File: src/rtl/rr_arbiter_4_if.sv
// Request/grant bundle between the requesting blocks (master side) and the
// round-robin arbiter (slave side).
interface rr_arbiter_4_if;
    logic [3:0] req;
    logic       done;
    logic [3:0] grant;
    logic [1:0] gnt_id;
    logic       busy;
    logic       timeout;

    modport master (
        output req,
        output done,
        input  grant,
        input  gnt_id,
        input  busy,
        input  timeout
    );

    modport slave (
        input  req,
        input  done,
        output grant,
        output gnt_id,
        output busy,
        output timeout
    );
endinterface

File: src/rtl/rr_arbiter_4.sv
// Four-way round-robin arbiter with held, one-hot grants and a rotating pointer.
// Optional forced release after HOLD_MAX cycles is built when ARB_TIMEOUT_EN is defined.
module rr_arbiter_4 #(
    parameter int HOLD_MAX = 8
) (
    input  logic          clk,
    input  logic          reset,
    rr_arbiter_4_if.slave bus
);

    typedef enum logic [0:0] {
        IDLE  = 1'b0,
        GRANT = 1'b1
    } state_t;

    state_t     state_r;
    state_t     state_s;
    logic [3:0] grant_r;
    logic [3:0] grant_s;
    logic [1:0] gnt_id_r;
    logic [1:0] gnt_id_s;
    logic [1:0] ptr_r;
    logic [1:0] ptr_s;
    logic [1:0] winner_s;
    logic       busy_r;
    logic       busy_s;
    logic       timeout_r;
    logic       timeout_s;
    logic       release_s;

`ifdef ARB_TIMEOUT_EN
    localparam logic [7:0] HOLD_LAST = 8'(HOLD_MAX - 1);
    logic [7:0] hold_r;
    logic [7:0] hold_s;
`endif

    if ((HOLD_MAX < 2) || (HOLD_MAX > 255)) begin : g_hold_max_check
        $error("rr_arbiter_4: HOLD_MAX must lie in 2..255");
    end

    // First set request bit found scanning ptr, ptr+1, ptr+2, ptr+3 (mod 4).
    function automatic logic [1:0] rr_pick(input logic [3:0] req, input logic [1:0] ptr);
        logic [1:0] idx;
        logic [1:0] pick;
        logic       found;
        pick  = ptr;
        found = 1'b0;
        for (int i = 0; i < 4; i++) begin
            idx = ptr + 2'(i);
            if (!found && req[idx]) begin
                pick  = idx;
                found = 1'b1;
            end
        end
        return pick;
    endfunction

    function automatic logic [3:0] onehot4(input logic [1:0] idx);
        return 4'b0001 << idx;
    endfunction

    // Next-state, next-output and pointer logic for the IDLE/GRANT machine.
    always_comb begin
        state_s   = state_r;
        grant_s   = grant_r;
        gnt_id_s  = gnt_id_r;
        busy_s    = busy_r;
        ptr_s     = ptr_r;
        timeout_s = 1'b0;
        winner_s  = rr_pick(bus.req, ptr_r);
        release_s = bus.done | ~bus.req[gnt_id_r];
`ifdef ARB_TIMEOUT_EN
        hold_s    = hold_r;
`endif
        case (state_r)
            IDLE: begin
`ifdef ARB_TIMEOUT_EN
                hold_s = 8'd0;
`endif
                if (bus.req != 4'b0000) begin
                    state_s  = GRANT;
                    grant_s  = onehot4(winner_s);
                    gnt_id_s = winner_s;
                    busy_s   = 1'b1;
                end else begin
                    grant_s  = 4'b0000;
                    busy_s   = 1'b0;
                end
            end
            GRANT: begin
                // Owner keeps gnt_id after release; the pointer moves just past it.
                if (release_s) begin
                    state_s = IDLE;
                    grant_s = 4'b0000;
                    busy_s  = 1'b0;
                    ptr_s   = gnt_id_r + 2'd1;
`ifdef ARB_TIMEOUT_EN
                end else if (hold_r == HOLD_LAST) begin
                    state_s   = IDLE;
                    grant_s   = 4'b0000;
                    busy_s    = 1'b0;
                    ptr_s     = gnt_id_r + 2'd1;
                    timeout_s = 1'b1;
                end else begin
                    hold_s = hold_r + 8'd1;
`else
                end else begin
                    busy_s = 1'b1;
`endif
                end
            end
            default: begin
                state_s = IDLE;
                grant_s = 4'b0000;
                busy_s  = 1'b0;
            end
        endcase
    end

    // State and output registers; reset wins over every other input.
    always_ff @(posedge clk) begin
        if (reset) begin
            state_r   <= IDLE;
            grant_r   <= 4'b0000;
            gnt_id_r  <= 2'b00;
            busy_r    <= 1'b0;
            timeout_r <= 1'b0;
            ptr_r     <= 2'b00;
        end else begin
            state_r   <= state_s;
            grant_r   <= grant_s;
            gnt_id_r  <= gnt_id_s;
            busy_r    <= busy_s;
            timeout_r <= timeout_s;
            ptr_r     <= ptr_s;
        end
    end

`ifdef ARB_TIMEOUT_EN
    // Hold-time counter for the current grant.
    always_ff @(posedge clk) begin
        if (reset) begin
            hold_r <= 8'd0;
        end else begin
            hold_r <= hold_s;
        end
    end
`endif

    assign bus.grant   = grant_r;
    assign bus.gnt_id  = gnt_id_r;
    assign bus.busy    = busy_r;
    assign bus.timeout = timeout_r;

endmodule

File: src/flat_wrapper.sv
// flat-port wrapper written by rule: the top's interface ports become plain ports
module rr_arbiter_4_flat 
#(
    parameter int HOLD_MAX = 8
)
  (clk, reset, bus_req, bus_done, bus_grant, bus_gnt_id, bus_busy, bus_timeout);
  rr_arbiter_4_if bus_i ();
  input  logic clk;
  input  logic reset;
  input wire logic [$bits(bus_i.req)-1:0] bus_req;
  input wire logic [$bits(bus_i.done)-1:0] bus_done;
  output wire logic [$bits(bus_i.grant)-1:0] bus_grant;
  output wire logic [$bits(bus_i.gnt_id)-1:0] bus_gnt_id;
  output wire logic [$bits(bus_i.busy)-1:0] bus_busy;
  output wire logic [$bits(bus_i.timeout)-1:0] bus_timeout;
  assign bus_i.req = bus_req;
  assign bus_i.done = bus_done;
  assign bus_grant = bus_i.grant;
  assign bus_gnt_id = bus_i.gnt_id;
  assign bus_busy = bus_i.busy;
  assign bus_timeout = bus_i.timeout;
  rr_arbiter_4 #(.HOLD_MAX(HOLD_MAX)) u_core (.clk(clk), .reset(reset), .bus(bus_i));
endmodule
File: config.mk
export PLATFORM = sky130hd
export DESIGN_NAME = rr_arbiter_4_flat
export DESIGN_NICKNAME = d
export VERILOG_FILES = /design/src/rtl/rr_arbiter_4_if.sv /design/src/rtl/rr_arbiter_4.sv /design/src/flat_wrapper.sv
export SDC_FILE = /design/constraint.sdc
export NUM_CORES = 1
export LEC_CHECK = 0
export ABC_AREA = 0
export BUFFER_PORTS_ARGS = -buffer_cell sky130_fd_sc_hd__buf_2
export CORE_AREA = 10 10 47 49
export CTS_BUF_LIST = sky130_fd_sc_hd__clkbuf_2 sky130_fd_sc_hd__clkbuf_4 sky130_fd_sc_hd__clkbuf_8
export CTS_CLUSTER_DIAMETER = 200
export DETAILED_ROUTE_END_ITERATION = 12
export DIE_AREA = 0 0 57 59
export SYNTH_ARGS = -nofsm -noshare
export SYNTH_HDL_FRONTEND = slang
export SYNTH_SLANG_ARGS = --single-unit
File: constraint.sdc
create_clock -name clk -period 1.8 [get_ports clk]
set_input_delay 0.09 -clock clk [delete_from_list [all_inputs] [get_ports clk]]
set_output_delay 0.09 -clock clk [all_outputs]
set_load 0.01 [all_outputs]
# Word level (Yosys, flattened, before mapping)
# Index checks and enable logic that the tools add are counted.
# Widths: inputs -> output; s select.
[totals]
ff_bits = 9
input_bits = 7
out_inout_bits = 8
[op_classes]
n_addsub = 4
n_lt_le_gt_ge = 5
eq_ne = 1
n_shift = 1
n_mux = 22
bitwise_logic = 3
n_reduce_logical = 9
[ops]
columns = ["op", "count"]
rows = [
  ["$lt 2x3->1 const B", 5],
  ["$bmux 1 s2", 5],
  ["$mux 1", 10],
  ["$mux 4", 2],
  ["$pmux 4 s2", 1],
  ["$mux 2", 3],
  ["$add 2x1->2 const B", 2],
  ["$add 2x2->2 const B", 2],
  ["$reduce_and 2->1", 2],
  ["$reduce_bool 4->1", 1],
  ["$shl 1x2->4 const A", 1],
  ["$logic_and 1x1->1", 3],
  ["$logic_not 1->1", 3],
  ["$ne 2x2->1 const B", 1],
  ["$not 1->1", 2],
  ["$pmux 1 s2", 1],
  ["$or 1x1->1", 1],
]

# Longest topological paths before layout
# Gate-level depths: netlist of the first run.
[logic_depth]
depth_word = 15
depth_mapped = 5
mapped_depth_nobuf = 5

# Worst setup path before layout of the first run
# No wires, ideal clock.
[synth_path]
path_type = "reg-to-reg"
startpoint = "register u_core.gnt_id_r[0] (netlist: u_core.bus.gnt_id[0])"
endpoint = "register u_core.grant_r[0] (netlist: u_core.bus.grant[0])"
setup_time_ps = 115
arrival_ps = 1450
slack_ps = 235
stages_incl_launch_ff = 6
path_buffers = 0
cell_sequence = "dfxtp_1 -> mux4_2 -> nand2b_2 -> nor2_2 -> and2_1 -> o21ba_2"
[synth_via]
elab_chain_cells = 5
[synth_lines]
columns = ["element", "line_no", "source"]
rows = [
  ["start, declared", "rr_arbiter_4.sv:20", "logic [1:0] gnt_id_r;"],
  ["start signal, assigned", "rr_arbiter_4.sv:132", "gnt_id_r <= gnt_id_s;"],
  ["$bmux 1 s2", "rr_arbiter_4.sv:71", "release_s = bus.done | ~bus.req[gnt_id_r];"],
  ["$mux 1 (not written as such)", "rr_arbiter_4.sv:71", ""],
  ["$not 1->1", "rr_arbiter_4.sv:71", ""],
  ["$or 1x1->1", "rr_arbiter_4.sv:71", ""],
  ["$ne 2x2->1 (no source line)", "--", ""],
  ["end signal, assigned", "rr_arbiter_4.sv:131", "grant_r <= grant_s;"],
  ["end, declared", "rr_arbiter_4.sv:18", "logic [3:0] grant_r;"],
]
# Every way passes these cells. The select of a mux whose other input is x is not followed.
# A chain may end at the register's enable or synchronous reset.

# Worst setup path after layout of the first run
# Same ends and word-level chain as after synthesis.

==> flow_metrics.tcl, run 1 <==
set metrics [dict create \
    outcome "finished, final reports clean" \
    rrSetupSlack_ps 230 \
    power.internal_uw 381 \
    p_sw_share_pct 28.7 \
    antenna_found_initial 0 \
    r2r_start "u_core.bus.gnt_id[0]" \
    layout.nets 81 \
    drt_iter0_drc 6 \
    cp-start-kind "flip-flop" \
    syn_inst 57 \
    power_frac_seq_pct 44.1 \
    skew_ps 2.00 \
    final_cell_mix "buf_2, dfxtp_1, nor2_1" \
    setup_viol 0 \
    arrival_ps 1730 \
    critPathMaxFanout 5 \
    overflow 0 \
    num_vias 446 \
    io_pins 15 \
    finalNonFillerCells 89 \
    clock_path_buffers 2 \
    maxCapViolations 0 \
    wl_mm 1.13 \
    area_delta_synth_final_pct 22.5 \
    synthArstFlopShare_pct 0 \
    htree_levels 1 \
    post_cts_resized 0 \
    crit_required_ps 1960 \
    insertion_delay_ps 260 \
    wl_per_cell_um 12.7 \
    drive_above_1_share_pct 38.4 \
    grt_pass1_vias 413 \
    drc_errors 0 \
    grt_max_degree 10 \
    slew_headroom_pct 65.2 \
    cts_root_buf "clkbuf_4" \
    cts_tree "built" \
    leakagePower_uw 0.000251 \
    synth_cell_types 27 \
    hold_viol 0 \
    clk_pin_slew_ps 60 \
    die_area_um2 3360 \
    crit_type "flip-flop to flip-flop" \
    reg2regPathDepth 5 \
    yosys_register_bits 9 \
    dp_hpwl_um 900 \
    crit_path_start "u_core.bus.gnt_id[0]" \
    fin_tns_setup_ps 0 \
    synth_warnings 0 \
    antenna_cells 0 \
    dp_cells 85 \
    rsz0062_at_grt "no" \
    ir_worst_vdd_v 0.000547 \
    slew_violations 0 \
    grt_use_total_pct 6.94 \
    cts_sinks 9 \
    num_rows 14 \
    route.antenna.remaining_nets 0 \
    preCtsSetupSlack_ps 222 \
    power_frac_clock_pct 31.4 \
    cp-end-kind "flip-flop" \
    fin_ws_ps 225 \
    drtPass1Iterations 2 \
    final_common_cell "buf_2" \
    grt_pass1_wl_mm 1.88 \
    min_path_cells 2 \
    syn_nets 64 \
    netlist_area_um2 494 \
    syn_area_per_cell_um2 8.67 \
    hold_path_class "input pin to flip-flop" \
    period_needed_ps 1570 \
    fillers 161 \
    fmax_ghz 0.635 \
    initial_core_util_pct 35.3 \
    viasPerCell 5.01 \
    post_cts_buffers 0 \
    power.density_nw_per_um2 883 \
    reg2reg_to "u_core.bus.grant[0]" \
    comb_power_share_pct 24.5 \
    holdBufCountCts 0 \
    worstMarginPinSlew_ps 518 \
    ys_seq_area_share_pct 36.5 \
    synth_edf_count 0 \
    post-route-period-util_pct 87.5 \
    die_y_um 59 \
    place.gp.congestion 0.762 \
    synth_ff_type "dfxtp_1" \
    die_w_um 57 \
    core-area_um2 1400 \
    power.net_switching_uw 154 \
    io_buffers 13 \
    endpoint "u_core.bus.grant[0]" \
    numCtsBuffers 3 \
]
synthesized netlist by cell type, types with 2 or more instances:
| cell type | number | area share (%) |
|---|---|---|
| o21ba_2 | 2 | 4.1 |
| inv_1 | 2 | 1.5 |
| dfxtp_1 | 9 | 36 |
| a211oi_2 | 2 | 5.1 |
| a22oi_1 | 2 | 3.0 |
| nor2_2 | 3 | 3.8 |
| a21oi_1 | 3 | 3.0 |
| nand2_1 | 5 | 3.8 |
| nor3_1 | 2 | 2.0 |
| nor2_1 | 7 | 5.3 |
| nor2b_1 | 4 | 5.1 |
registers in the layout, indices dropped and copies added (netlist names):
signal / cells
u_core.bus.grant: 4
u_core.ptr_r: 2
u_core.state_r: 1
u_core.bus.gnt_id: 2
through the flow:
| step | hold WS [ps] | total power, µW | area [µm²] | util [%] |
|---|---|---|---|---|
| final | 110 | 535 | 606 | 43.2 |
| after global routing | 133 | 565 | 606 | 43.2 |
| after CTS | 113 | 542 | 606 | 43.2 |
| after detailed placement | 387 | 372 | 576 | 41.1 |
| after global placement | 382 | 372 | 576 | 41.1 |
| after floorplan | 385 | 329 | 494 | - |
worst max-delay path, cell delays in order, from the launching register on:
cell,delay (ps)
dfxtp_1,440
mux4_2,540
nand2b_2,100
nor2_2,60
and2_1,150
o21ba_2,180
power by group through the flow:
| stage | Combinational, µW | Clock [µW] | Sequential (µW) |
|---|---|---|---|
| 2_1_floorplan | 86.0 | 0 | 243 |
| 3_3_place_gp | 132 | 0 | 240 |
| 3_5_place_dp | 132 | 0 | 240 |
| 4_1_cts | 132 | 173 | 236 |
| 5_1_grt | 146 | 180 | 238 |
| 6_report | 131 | 168 | 236 |
cells by family after synthesis:
kind of cell / synth area share [%]
xor gates and xnor gates: 1.77
buffers and inverters: 3.80
other: 0.759
DFF: 36.5
muxes: 6.58
and+or+nand+nor: 27.3
AOI/OAI and AO/OA: 23.3
layout make-up:
class	instances	area (µm²)	share of cell area (%)
inverter	2	7.51	1.24
multi-input combinational	44	295	48.8
clock buffer	4	30.0	4.96
sequential	9	180	29.8
tap	16	20.0	3.31
timing repair buffer	14	72.6	12.0
layer usage:
| metal | vias to the layer above | global-route usage (%) | wire length, µm |
|---|---|---|---|
| met3 | 4 | 4.29 | 102 |
| met5 | - | 0 | 0 |
| met4 | 0 | 4.03 | 22 |
| met1 | 202 | 7.20 | 531 |
| met2 | 11 | 10.5 | 475 |
| li1 | 229 | - | - |
worst min-delay path by stage:
stage,end,slack [ps],startpoint
5_1_grt,u_core.ptr_r[0],130,reset
3_3_place_gp,u_core.ptr_r[1],380,reset
6_report,u_core.ptr_r[0],110,reset
3_5_place_dp,u_core.ptr_r[0],390,reset
2_1_floorplan,u_core.state_r,380,bus_done
4_1_cts,u_core.ptr_r[0],110,reset
(Power assumes the default switching activity.)
==> run 2: changes to the inputs <==
PLACE_DENSITY = 0.59   (was default)
==> run 2 against run 1 <==
  * Worst hold slack lost 6.2 ps
  * Critical path depth is the same
  * Clock power is essentially flat
  * Critical path type unchanged
  * Critical endpoint unchanged
  * Highest routed layer unchanged
==> flow_metrics.tcl, run 2 (synthesis gave the netlist of run 1 again) <==
set metrics [dict create \
    fmax_ghz 0.641 \
    cts_sinks 9 \
    ir_worst_vdd_v 0.000331 \
    io_pins 15 \
    initial_core_util_pct 35.3 \
    die_y_um 59 \
    finalNonFillerCells 89 \
    viasPerCell 5.00 \
    arrival_ps 1720 \
    place.gp.congestion 0.764 \
    insertion_delay_ps 260 \
    grt_max_degree 10 \
    crit_type "flip-flop to flip-flop" \
    hold_viol 0 \
    critical_path.top_delay_family "multiplexers" \
    fin_tns_setup_ps 0 \
    period_needed_ps 1560 \
    grt_use_total_pct 7.29 \
    dp_hpwl_um 898 \
    wl_per_cell_um 12.4 \
    met2WireLength_um 432 \
    cp_slowest_cell "mux4_2" \
    route.antenna.remaining_nets 0 \
    cp-start-kind "flip-flop" \
    holdBufCountCts 0 \
    leakagePower_uw 0.000251 \
    post_cts_buffers 0 \
    htree_levels 1 \
    critPathMaxFanout 5 \
    final_cell_mix "buf_2, dfxtp_1, nor2_1" \
    layout.nets 81 \
    grt_pass1_vias 445 \
    die_w_um 57 \
    drc_errors 0 \
    crit_required_ps 1960 \
    drive_above_1_share_pct 38.4 \
    cp_num_buf_inv 0 \
    overflow 0 \
    die_area_um2 3360 \
    slew_violations 0 \
    cts_root_buf "clkbuf_4" \
    io_buffers 13 \
    cts_tree "built" \
    power.density_nw_per_um2 883 \
    rsz0062_at_grt "no" \
    skew_ps 1.06 \
    post_cts_resized 0 \
    num_rows 14 \
    dr_wl_met3_um 100 \
    final_common_cell "buf_2" \
    wl_mm 1.10 \
    num_vias 445 \
    wl_met1_um 537 \
    drt_iter0_drc 9 \
    post-route-period-util_pct 86.6 \
    cp_slowest_stage_delay_ps 540 \
    grt_pass1_wl_mm 1.95 \
    area_delta_synth_final_pct 22.5 \
    maxCapViolations 0 \
    clock_path_buffers 2 \
    cp-end-kind "flip-flop" \
    setup_viol 0 \
    antenna_cells 0 \
    clk_pin_slew_ps 60 \
    hold_path_class "input pin to flip-flop" \
    core-area_um2 1400 \
    dp_cells 85 \
    top_layer_used "met4" \
    cp_cell_sequence "mux4_2 > nand2b_2 > nor2_2 > and2_1 > o21ba_2" \
    outcome "finished, final reports clean" \
    antenna_found_initial 0 \
    drtPass1Iterations 2 \
    numCtsBuffers 3 \
    largest_reg_flops 4 \
]
run 2: cell counts in the layout (fill, tap and decap cells not counted):
No cell type changed its count.
run 2: worst paths after layout:
kind                                            from  cells after the start  slack (ps)                  end
worst max register to register  u_core.bus.gnt_id[0]                      5         240  u_core.bus.grant[0]
worst min register to register   u_core.bus.grant[2]                      2         460  u_core.bus.grant[2]
worst max-delay path            u_core.bus.gnt_id[0]                      5         240  u_core.bus.grant[0]
worst min-delay path                           reset                      2         100      u_core.ptr_r[0]
run 2: metrics by stage:
step / area [µm²] / hold slack (ps) / util [%] / power [µW] / worst slack [ps]
floorplan: 494 / 385 / - / 329 / 235
global placement: 576 / 381 / 41.1 / 371 / 264
detailed placement: 576 / 377 / 41.1 / 371 / 237
CTS: 606 / 97.3 / 43.2 / 547 / 226
global route: 606 / 121 / 43.2 / 570 / 148
finish: 606 / 104 / 43.2 / 535 / 241
run 2: layout make-up:
class                      instances  area [µm²]
fill                             155         796
multi-input combinational         44         295
inverter                           2        7.51
sequential                         9         180
clock buffer                       4        30.0
tap                               16        20.0
timing repair buffer              14        72.6
run 2: power breakdown:
part / switching, µW / leakage (µW) / internal (µW)
sequential: 17.5 / 0.0000740 / 217
clock: 69.2 / 0.0000184 / 100
combinational: 66.6 / 0.000158 / 63.7
run 2: metal layers:
layer	up-vias	GRT usage (%)
met3	5	3.86
met4	0	6.04
met1	193	8.30
met5	-	0
li1	233	-
met2	14	9.77
==> run 3: changes to the inputs <==
CORE_AREA = 2 2 39 41   (was 10 10 47 49)
DIE_AREA = 0 0 41 43   (was 0 0 57 59)
REMOVE_ABC_BUFFERS = 1   (was default)
==> run 3 against run 2 <==
  * Cell area is the same
  * Total power rose by 0.24%
  * First-iteration DRC count grew 33%
  * Clock power about the same
  * Critical path type unchanged
  * Final cell count unchanged
  * Non-clock buffer count did not move
  * Count of clock-buffer cells in the layout unchanged
  * Via count increased by 1.6%
  * Critical path depth is the same
  * Routed wire length down 5.8%
  * Setup slack worse by 1.3 ps
==> flow_metrics.tcl, run 3 (synthesis gave the netlist of run 1 again) <==
set metrics [dict create \
    die_w_um 41 \
    cts_sinks 9 \
    num_rows 14 \
    drive_above_1_share_pct 38.4 \
    layout.nets 81 \
    crit_type "flip-flop to flip-flop" \
    area_delta_synth_final_pct 22.5 \
    outcome "finished, final reports clean" \
    fin_tns_setup_ps 0 \
    drc_errors 0 \
    cp-end-kind "flip-flop" \
    wl_per_cell_um 11.7 \
    holdPathEnd "u_core.ptr_r[0]" \
    largest_reg_flops 4 \
    crit_required_ps 1950 \
    antenna_cells 0 \
    die_area_um2 1760 \
    min_path_cells 2 \
    setup_viol 0 \
    cp_cell_sequence "mux4_2 > nand2b_2 > nor2_2 > and2_1 > o21ba_2" \
    final_cell_mix "buf_2, dfxtp_1, nor2_1" \
    core-area_um2 1380 \
    skew_ps 4.02 \
    cts_tree "built" \
    stdcell_area_um2 606 \
    final_util_pct 43.8 \
    cp_slowest_stage_delay_ps 530 \
    route.antenna.remaining_nets 0 \
    cts_root_buf "clkbuf_4" \
    maxCapViolations 0 \
    holdBufCountCts 0 \
    htree_levels 1 \
    worstMarginPinSlew_ps 531 \
    clock_path_buffers 2 \
    ir_worst_vdd_v 0.000342 \
    final_common_cell "buf_2" \
    post-route-period-util_pct 86.7 \
    dp_cells 85 \
    io_buffers 13 \
    power_uw 536 \
    reg2reg_to "u_core.bus.grant[0]" \
    cp-start-kind "flip-flop" \
    initial_core_util_pct 35.7 \
    grt_pass1_vias 392 \
    antenna_found_initial 0 \
    post_cts_resized 0 \
    place_area_um2 576 \
    insertion_delay_ps 260 \
    drt_iter0_drc 12 \
    die_y_um 43 \
    fillers 150 \
    reg2regPathDepth 5 \
    io_pins 15 \
    cp_slowest_cell "mux4_2" \
    hold_viol 0 \
    rsz0062_at_grt "no" \
    fmax_ghz 0.641 \
    min_from "reset" \
    arrival_ps 1710 \
    overflow 0 \
    wl_mm 1.04 \
    rrSetupSlack_ps 240 \
    viasPerCell 5.08 \
    leakagePower_uw 0.000251 \
    drtPass1Iterations 4 \
    slew_violations 0 \
    place.gp.congestion 0.726 \
    dp_hpwl_um 801 \
    grt_max_degree 10 \
    num_vias 452 \
    cp_num_buf_inv 0 \
    critPathMaxFanout 5 \
    grt_pass1_wl_mm 1.66 \
    critical_path.top_delay_family "multiplexers" \
    slew_headroom_pct 64.3 \
    grt_use_total_pct 13.9 \
    period_needed_ps 1560 \
    r2r_start "u_core.bus.gnt_id[0]" \
    power.density_nw_per_um2 885 \
    post_cts_buffers 0 \
    clk_pin_slew_ps 60 \
    numCtsBuffers 3 \
    finalNonFillerCells 89 \
    hold_path_class "input pin to flip-flop" \
]
## run 3: cell counts in the layout (fill, tap and decap cells not counted)
No cell type changed its count.
## run 3: power breakdown
group	internal (µW)	leakage, µW	switching, µW
Clock	100	0.0000184	69.2
Sequential	217	0.0000740	18.3
Combinational	63.7	0.000158	67.2
Total	381	0.000251	155
## run 3: how the worst max path moves through the flow
stage	cells past startpoint	slack, ps	from	to
after floorplan	5	230	u_core.bus.gnt_id[0]	u_core.bus.grant[0]
after global placement	5	260	u_core.bus.gnt_id[0]	u_core.bus.grant[0]
after detailed placement	5	240	u_core.bus.gnt_id[0]	u_core.bus.grant[0]
after CTS	5	230	u_core.bus.gnt_id[0]	u_core.bus.grant[0]
after global routing	5	150	u_core.bus.gnt_id[0]	u_core.bus.grant[0]
final	5	240	u_core.bus.gnt_id[0]	u_core.bus.grant[0]
## run 3: layer usage
| layer | routed length [µm] | up-vias | share of wire [%] | global-route usage [%] |
|---|---|---|---|---|
| li1 | - | 231 | - | - |
| met1 | 514 | 206 | 49 | 20.4 |
| met2 | 466 | 13 | 45 | 17.8 |
| met3 | 52 | 2 | 5.0 | 3.14 |
| met4 | 6 | 0 | 0.58 | 8.00 |
| met5 | 0 | - | 0 | 0 |
## run 3: area by class of cell
class	instances	area (µm²)	share of cell area [%]
well taps	16	20.0	3.31
multi-input cells	44	295	48.8
flip-flops and latches	9	180	29.8
inverters	2	7.51	1.24
repair buffers	14	72.6	12.0
clock buffers	4	30.0	4.96
## run 3: worst reg2reg max path, cell delays in order, from the launching register on
cell,delay (ps)
dfxtp_1,430
mux4_2,540
nand2b_2,100
nor2_2,60
and2_1,150
o21ba_2,180
## run 3: through the flow
step                worst slack [ps]  hold slack [ps]
floorplan                        235              155
global placement                 264              384
detailed placement               238              383
CTS                              229              103
global route                     146              115
finish                           239              111
